## src/rtl/sa_operand_feeder.sv

```systemverilog
// Operand feeder for the 3x3 systolic array: ping-pong buffers A/B pairs and
// replays each pair as diagonally skewed row/column streams with a start level.

module sa_feeder_lane #(
  parameter int DW   = 8,
  parameter int LANE = 0
) (
  input  logic                 en,
  input  logic [2:0]           ph,
  input  logic [2:0][DW-1:0]   a_vals,
  input  logic [2:0][DW-1:0]   b_vals,
  output logic [DW-1:0]        x_nxt,
  output logic [DW-1:0]        y_nxt
);
  logic [3:0] k;

  // k wraps above 2 when ph < LANE, so a single bound check covers the window
  always_comb begin
    k     = {1'b0, ph} - 4'(LANE);
    x_nxt = '0;
    y_nxt = '0;
    if (en && k <= 4'd2) begin
      x_nxt = a_vals[k[1:0]];
      y_nxt = b_vals[k[1:0]];
    end
  end
endmodule

module sa_operand_feeder #(
  parameter int DW = 8
) (
  input  logic                 clk,
  input  logic                 rst_n,
  input  logic                 in_valid,
  output logic                 in_ready,
  input  logic signed [DW-1:0] in_a0,
  input  logic signed [DW-1:0] in_a1,
  input  logic signed [DW-1:0] in_a2,
  input  logic signed [DW-1:0] in_b0,
  input  logic signed [DW-1:0] in_b1,
  input  logic signed [DW-1:0] in_b2,
  input  logic                 abort,
  output logic signed [DW-1:0] x_1,
  output logic signed [DW-1:0] x_2,
  output logic signed [DW-1:0] x_3,
  output logic signed [DW-1:0] y_1,
  output logic signed [DW-1:0] y_2,
  output logic signed [DW-1:0] y_3,
  output logic                 start_o,
  output logic [2:0]           phase,
  output logic                 job_last,
  output logic [1:0]           banks_full
);
  localparam int NUM_LANES = 3;

  typedef enum logic {S_IDLE, S_RUN} state_t;

  // [bank][beat k][lane]: mem_a holds A[lane][k], mem_b holds B[k][lane]
  logic [1:0][NUM_LANES-1:0][NUM_LANES-1:0][DW-1:0] mem_a, mem_b;

  logic [1:0]                     full, full_n;
  logic                           wptr, rptr, rptr_n;
  logic [1:0]                     beat_cnt;
  state_t                         state_q, state_n;
  logic                           start_q, start_n;
  logic [2:0]                     phase_q, phase_n;
  logic [NUM_LANES-1:0][DW-1:0]   x_q, y_q, x_nxt, y_nxt;

  logic accept, last_beat, other_ready, rd_done, sel_bank, stream_en;

  assign in_ready    = !full[wptr] && !abort;
  assign accept      = in_valid && in_ready;
  assign last_beat   = accept && (beat_cnt == 2'd2);
  // a bank completing on this same edge counts as ready for gapless handoff
  assign other_ready = full[~rptr] || (last_beat && (wptr != rptr));

  always_comb begin
    state_n   = state_q;
    start_n   = start_q;
    phase_n   = 3'd0;
    rptr_n    = rptr;
    rd_done   = 1'b0;
    sel_bank  = rptr;
    stream_en = 1'b0;
    case (state_q)
      S_IDLE: begin
        if (full[rptr]) begin
          state_n   = S_RUN;
          start_n   = 1'b1;
          stream_en = 1'b1;
        end
      end
      S_RUN: begin
        if (phase_q != 3'd7) begin
          phase_n   = phase_q + 3'd1;
          stream_en = 1'b1;
        end else begin
          rd_done = 1'b1;
          rptr_n  = ~rptr;
          if (other_ready) begin
            sel_bank  = ~rptr;
            stream_en = 1'b1;
          end else begin
            state_n = S_IDLE;
            start_n = 1'b0;
          end
        end
      end
      default: state_n = S_IDLE;
    endcase
  end

  always_comb begin
    full_n = full;
    if (rd_done)   full_n[rptr] = 1'b0;
    if (last_beat) full_n[wptr] = 1'b1;
  end

  for (genvar g = 0; g < NUM_LANES; g++) begin : g_lane
    logic [2:0][DW-1:0] av, bv;
    for (genvar k = 0; k < NUM_LANES; k++) begin : g_beat
      assign av[k] = mem_a[sel_bank][k][g];
      assign bv[k] = mem_b[sel_bank][k][g];
    end
    sa_feeder_lane #(.DW(DW), .LANE(g)) u_lane (
      .en     (stream_en),
      .ph     (phase_n),
      .a_vals (av),
      .b_vals (bv),
      .x_nxt  (x_nxt[g]),
      .y_nxt  (y_nxt[g])
    );
  end

  always_ff @(posedge clk or negedge rst_n) begin
    if (!rst_n) begin
      full     <= '0;
      wptr     <= 1'b0;
      rptr     <= 1'b0;
      beat_cnt <= '0;
      state_q  <= S_IDLE;
      start_q  <= 1'b0;
      phase_q  <= '0;
      x_q      <= '0;
      y_q      <= '0;
    end else if (abort) begin
      full     <= '0;
      wptr     <= 1'b0;
      rptr     <= 1'b0;
      beat_cnt <= '0;
      state_q  <= S_IDLE;
      start_q  <= 1'b0;
      phase_q  <= '0;
      x_q      <= '0;
      y_q      <= '0;
    end else begin
      full    <= full_n;
      rptr    <= rptr_n;
      state_q <= state_n;
      start_q <= start_n;
      phase_q <= phase_n;
      x_q     <= x_nxt;
      y_q     <= y_nxt;
      if (accept) begin
        beat_cnt <= last_beat ? 2'd0 : beat_cnt + 2'd1;
        if (last_beat) wptr <= ~wptr;
      end
    end
  end

  // operand storage needs no reset: a bank is only read once its full flag is set
  always_ff @(posedge clk) begin
    if (accept) begin
      mem_a[wptr][beat_cnt] <= {in_a2, in_a1, in_a0};
      mem_b[wptr][beat_cnt] <= {in_b2, in_b1, in_b0};
    end
  end

  assign x_1        = x_q[0];
  assign x_2        = x_q[1];
  assign x_3        = x_q[2];
  assign y_1        = y_q[0];
  assign y_2        = y_q[1];
  assign y_3        = y_q[2];
  assign start_o    = start_q;
  assign phase      = phase_q;
  assign job_last   = start_q && (phase_q == 3'd7);
  assign banks_full = full;
endmodule
```

## config.mk

```make
export PLATFORM = sky130hd
export DESIGN_NAME = sa_operand_feeder
export DESIGN_NICKNAME = d
export VERILOG_FILES = /design/src/rtl/sa_operand_feeder.sv
export SDC_FILE = /design/constraint.sdc
export NUM_CORES = 1
export LEC_CHECK = 0
export CAP_MARGIN = 20
export CORE_MARGIN = 2
export CORE_UTILIZATION = 30
export DETAILED_ROUTE_END_ITERATION = 10
export GPL_ROUTABILITY_DRIVEN = 0
export GPL_TIMING_DRIVEN = 1
export PLACE_DENSITY = 0.47
export SKIP_CTS_REPAIR_TIMING = 1
export SLEW_MARGIN = 20
export SYNTH_ARGS = -nofsm -noshare
export SYNTH_HDL_FRONTEND = slang
export SYNTH_SLANG_ARGS = --single-unit
export TNS_END_PERCENT = 20
```

## constraint.sdc

```tcl
create_clock -name clk -period 3.4 [get_ports clk]
set_input_delay 0.68 -clock clk [delete_from_list [all_inputs] [get_ports clk]]
set_output_delay 0.68 -clock clk [all_outputs]
set_load 0.01 [all_outputs]
```

==> metrics.txt <==
outcome=complete, no violations; clk root buf=clkbuf_16; top_reg_cell synth=edfxtp_1; reg2reg start=phase[0]$_DFF_PN0_; final hold viol count=0; post-synthesis sequential area ratio=about three quarters; Setup-failing EPs final=0; arrival time worst endpoint=around 3.4 ns; Fmax=about 330 MHz; Final Non-Filler Cells=1541; commonest non-fill, non-tap cell in the layout=edfxtp_1; Min-Delay Path Class=in -> async; clk_skew=approximately 0.023 ns; TritonCTS Sinks=around 350; antenna cells=0; clock share of power=between 40 and 50%; antenna violations before repair=2; first-pass GRT wire length=between 50 and 60 mm; Required @ worst endpoint=between 3 and 4 ns; Overflow after GRT=0; Switching Fraction=between 10% and 20%; CTS tree=yes; die height=213.6 um; I/O pin cnt=around 110; Syn Std Cell Area=~0.013 sq mm; via/cell ratio=a little under 5; Syn. warnings=0; power share of the combinational group=2.3%; dpl cell area=around 0.015 sq mm; Die Area=between 0.04 and 0.05 sq mm; Synth area leaders=edfxtp_1 66%, dfrtp_1 11%, mux2i_1 4.0%, a221oi_1 2.1%, a21o_1 1.8%; Worst-Margin Slew=a little under 1 ns; crit start category=register; DR vias=between 7000 and 8000; area share of the largest cell type after synthesis=around two thirds; dpl cells=roughly 1500; Max-slew headroom=a little over a third; Worst setup startpoint=phase[0]$_DFF_PN0_; Reg2Reg Depth=10; antenna viol nets, final=0; H-tree levels=2; largest net degree at the start of global routing=60; Skew-Pair Late Insertion Delay=between 0.5 and 0.6 ns; final core occ=~38%; Max FO, Critical Path=32; Final Cycle Share=88.09%; minimum clock period=2.995 ns; crit-path cells=ha_1 -> ha_1 -> or3b_2 -> ha_1 -> nand2_1 -> nand2b_1 -> and3_1 -> buf_12 -> a221oi_1 -> o22ai_1; WP buf/inv=1; clock buffer depth=3; Worst-path clk slew=about 0.060 ns; worst setup path end=x_2[3]$_DFF_PN0_; Slew Viols, Final=0; IO Port Bufs=approximately 110; std cell rows=76; cts bufs inserted=39; asr flop ratio synth=about 17%; Initial Utilization=a little under a third; vias in the first global route=~7700; Filler cells=around 4100; Register Area=0.01012 sq mm; drt pass-1 iters=4; FF+latch count, synth=around 350; WL final=~33 mm; Seq pwr share=a little over half; Internal Power=~7 mW; critical path class=reg -> reg; Cell variety after synth=between 50 and 60; mean area per synthesized cell=about 16 sq um; die width=~210 um; CP Capture Type=register; initial drt markers=417; leakage power=roughly 5.5 nW; Final Instance Area=0.01639 sq mm; Reg-to-Reg End=x_2[3]$_DFF_PN0_; setup TNS=0 ns; Cells after Synth=roughly 800; CP most frequent cell=ha_1; switching component of the power=about 1.8 mW; commonest cells after routing, fill and taps aside=288 x edfxtp_1, 106 x clkdlybuf4s50_1, 59 x dfrtp_1; Syn Nets=~860; largest stage delay on the critical path=between 0.5 and 0.6 ns; area of the multi-input gates=between 0.002 and 0.003 sq mm; PwrDens=540.2 mW/mm^2; number of synthesized flops with an enable pin=between 200 and 300; kind of cell adding the most delay to the critical path=simple AND/OR/NAND/NOR gates; Total Routing Usage GR=14.85%; Synth area leader=edfxtp_1; Layout Nets=around 980; hold_ws=around 0.32 ns; core box area=approximately 0.043 sq mm; CP max-delay cell=or3b_2; Peak VDD IR=just under 0.0003 V; share of cells above drive strength 1=roughly 13%; Avg WL per Cell=approximately 22 um; Syn-to-layout area delta=24.38%; hpwl dp=about 18 mm; residual DRC count=0; total of max-cap violations=0; Crit path depth=10; RSZ-0062 raised after global routing=false; Reg2Reg Setup Slack=0.40 ns
synth_stat cells, types with 2 or more instances:
library cell,number
o211ai_1,13
o21ai_0,35
ha_1,3
nor2_1,14
or3_1,2
buf_4,3
and2_1,3
nand3_1,34
buf_6,7
a221oi_1,32
a21o_2,2
o211ai_2,17
o22ai_1,17
clkbuf_1,32
mux2i_1,52
or4_1,2
a31oi_1,31
nand2b_1,2
dfrtp_1,59
and2_2,2
edfxtp_1,288
a21o_1,31
inv_1,3
nand2_1,46
o221ai_1,2
a21oi_1,32
buf_2,16
flip-flops by register name, indices dropped and copies added, names as in the netlist, 3 cells and up:
name	cells
mem_a	144
mem_b	144
x_1	8
x_2	8
x_3	8
y_1	8
y_2	8
y_3	8
phase	3
per-layer routing:
| metal | vias up | wire (um) | global-route usage [%] |
|---|---|---|---|
| li1 | 3418 | - | - |
| met1 | 3855 | 15420 | 20.57 |
| met2 | 177 | 15830 | 24.25 |
| met3 | 49 | 1507 | 2.651 |
| met4 | 4 | 510 | 3.736 |
| met5 | - | 21 | 0 |
worst reg2reg max path: stages (launching register included):
cell and delay [ns]:
dfrtp_1 0.43, ha_1 0.23, ha_1 0.27, or3b_2 0.56, ha_1 0.24, nand2_1 0.09
nand2b_1 0.07, and3_1 0.24, buf_12 0.19, a221oi_1 0.37, o22ai_1 0.16
worst min-delay path by stage:
stage	start	end	slack [ns]	cells after the start
finish	rst_n	beat_cnt[1]$_DFFE_PN0P_	0.32	1
global route	rst_n	banks_full[0]$_DFF_PN0_	0.39	1
CTS	rst_n	y_1[0]$_DFF_PN0_	0.35	1
detailed placement	mem_a[25]$_DFFE_PP_	x_1[1]$_DFF_PN0_	0.47	2
global placement	mem_a[45]$_DFFE_PP_	x_3[5]$_DFF_PN0_	0.47	2
floorplan	rst_n	banks_full[0]$_DFF_PN0_	0.38	0
power by group through the flow:
stage	Sequential, mW	Combinational [mW]	Clock [mW]
final	4.68	0.205	3.97
after global routing	4.68	0.225	4.26
after CTS	4.67	0.212	4.09
after detailed placement	4.76	0.212	0
after global placement	4.76	0.209	0
after floorplan	4.77	0.0421	0
logic make-up after synthesis:
logic type	count (synthesis)	synth area share, %
flops	347	76.84
compound gates	217	11.66
simple gates	121	4.644
buf+inv	61	2.374
mux	53	4.064
fa+ha+maj	3	0.2849
xor+xnor	2	0.1330
area by class of cell:
type	count	area share, %
sequential	347	61.78
multi-input combinational	396	17.10
timing repair buffer	140	9.253
clock buffer	55	6.566
tap	585	4.466
clock inverter	15	0.7635
inverter	3	0.06871
stage by stage:
stage / total power, mW / setup WS, ns
floorplan: 4.807 / -0.6665
global placement: 4.970 / 0.3141
detailed placement: 4.974 / 0.2886
CTS: 8.973 / 0.3917
global route: 9.162 / 0.2164
finish: 8.853 / 0.4050
Power figures use the tool's default switching activity.
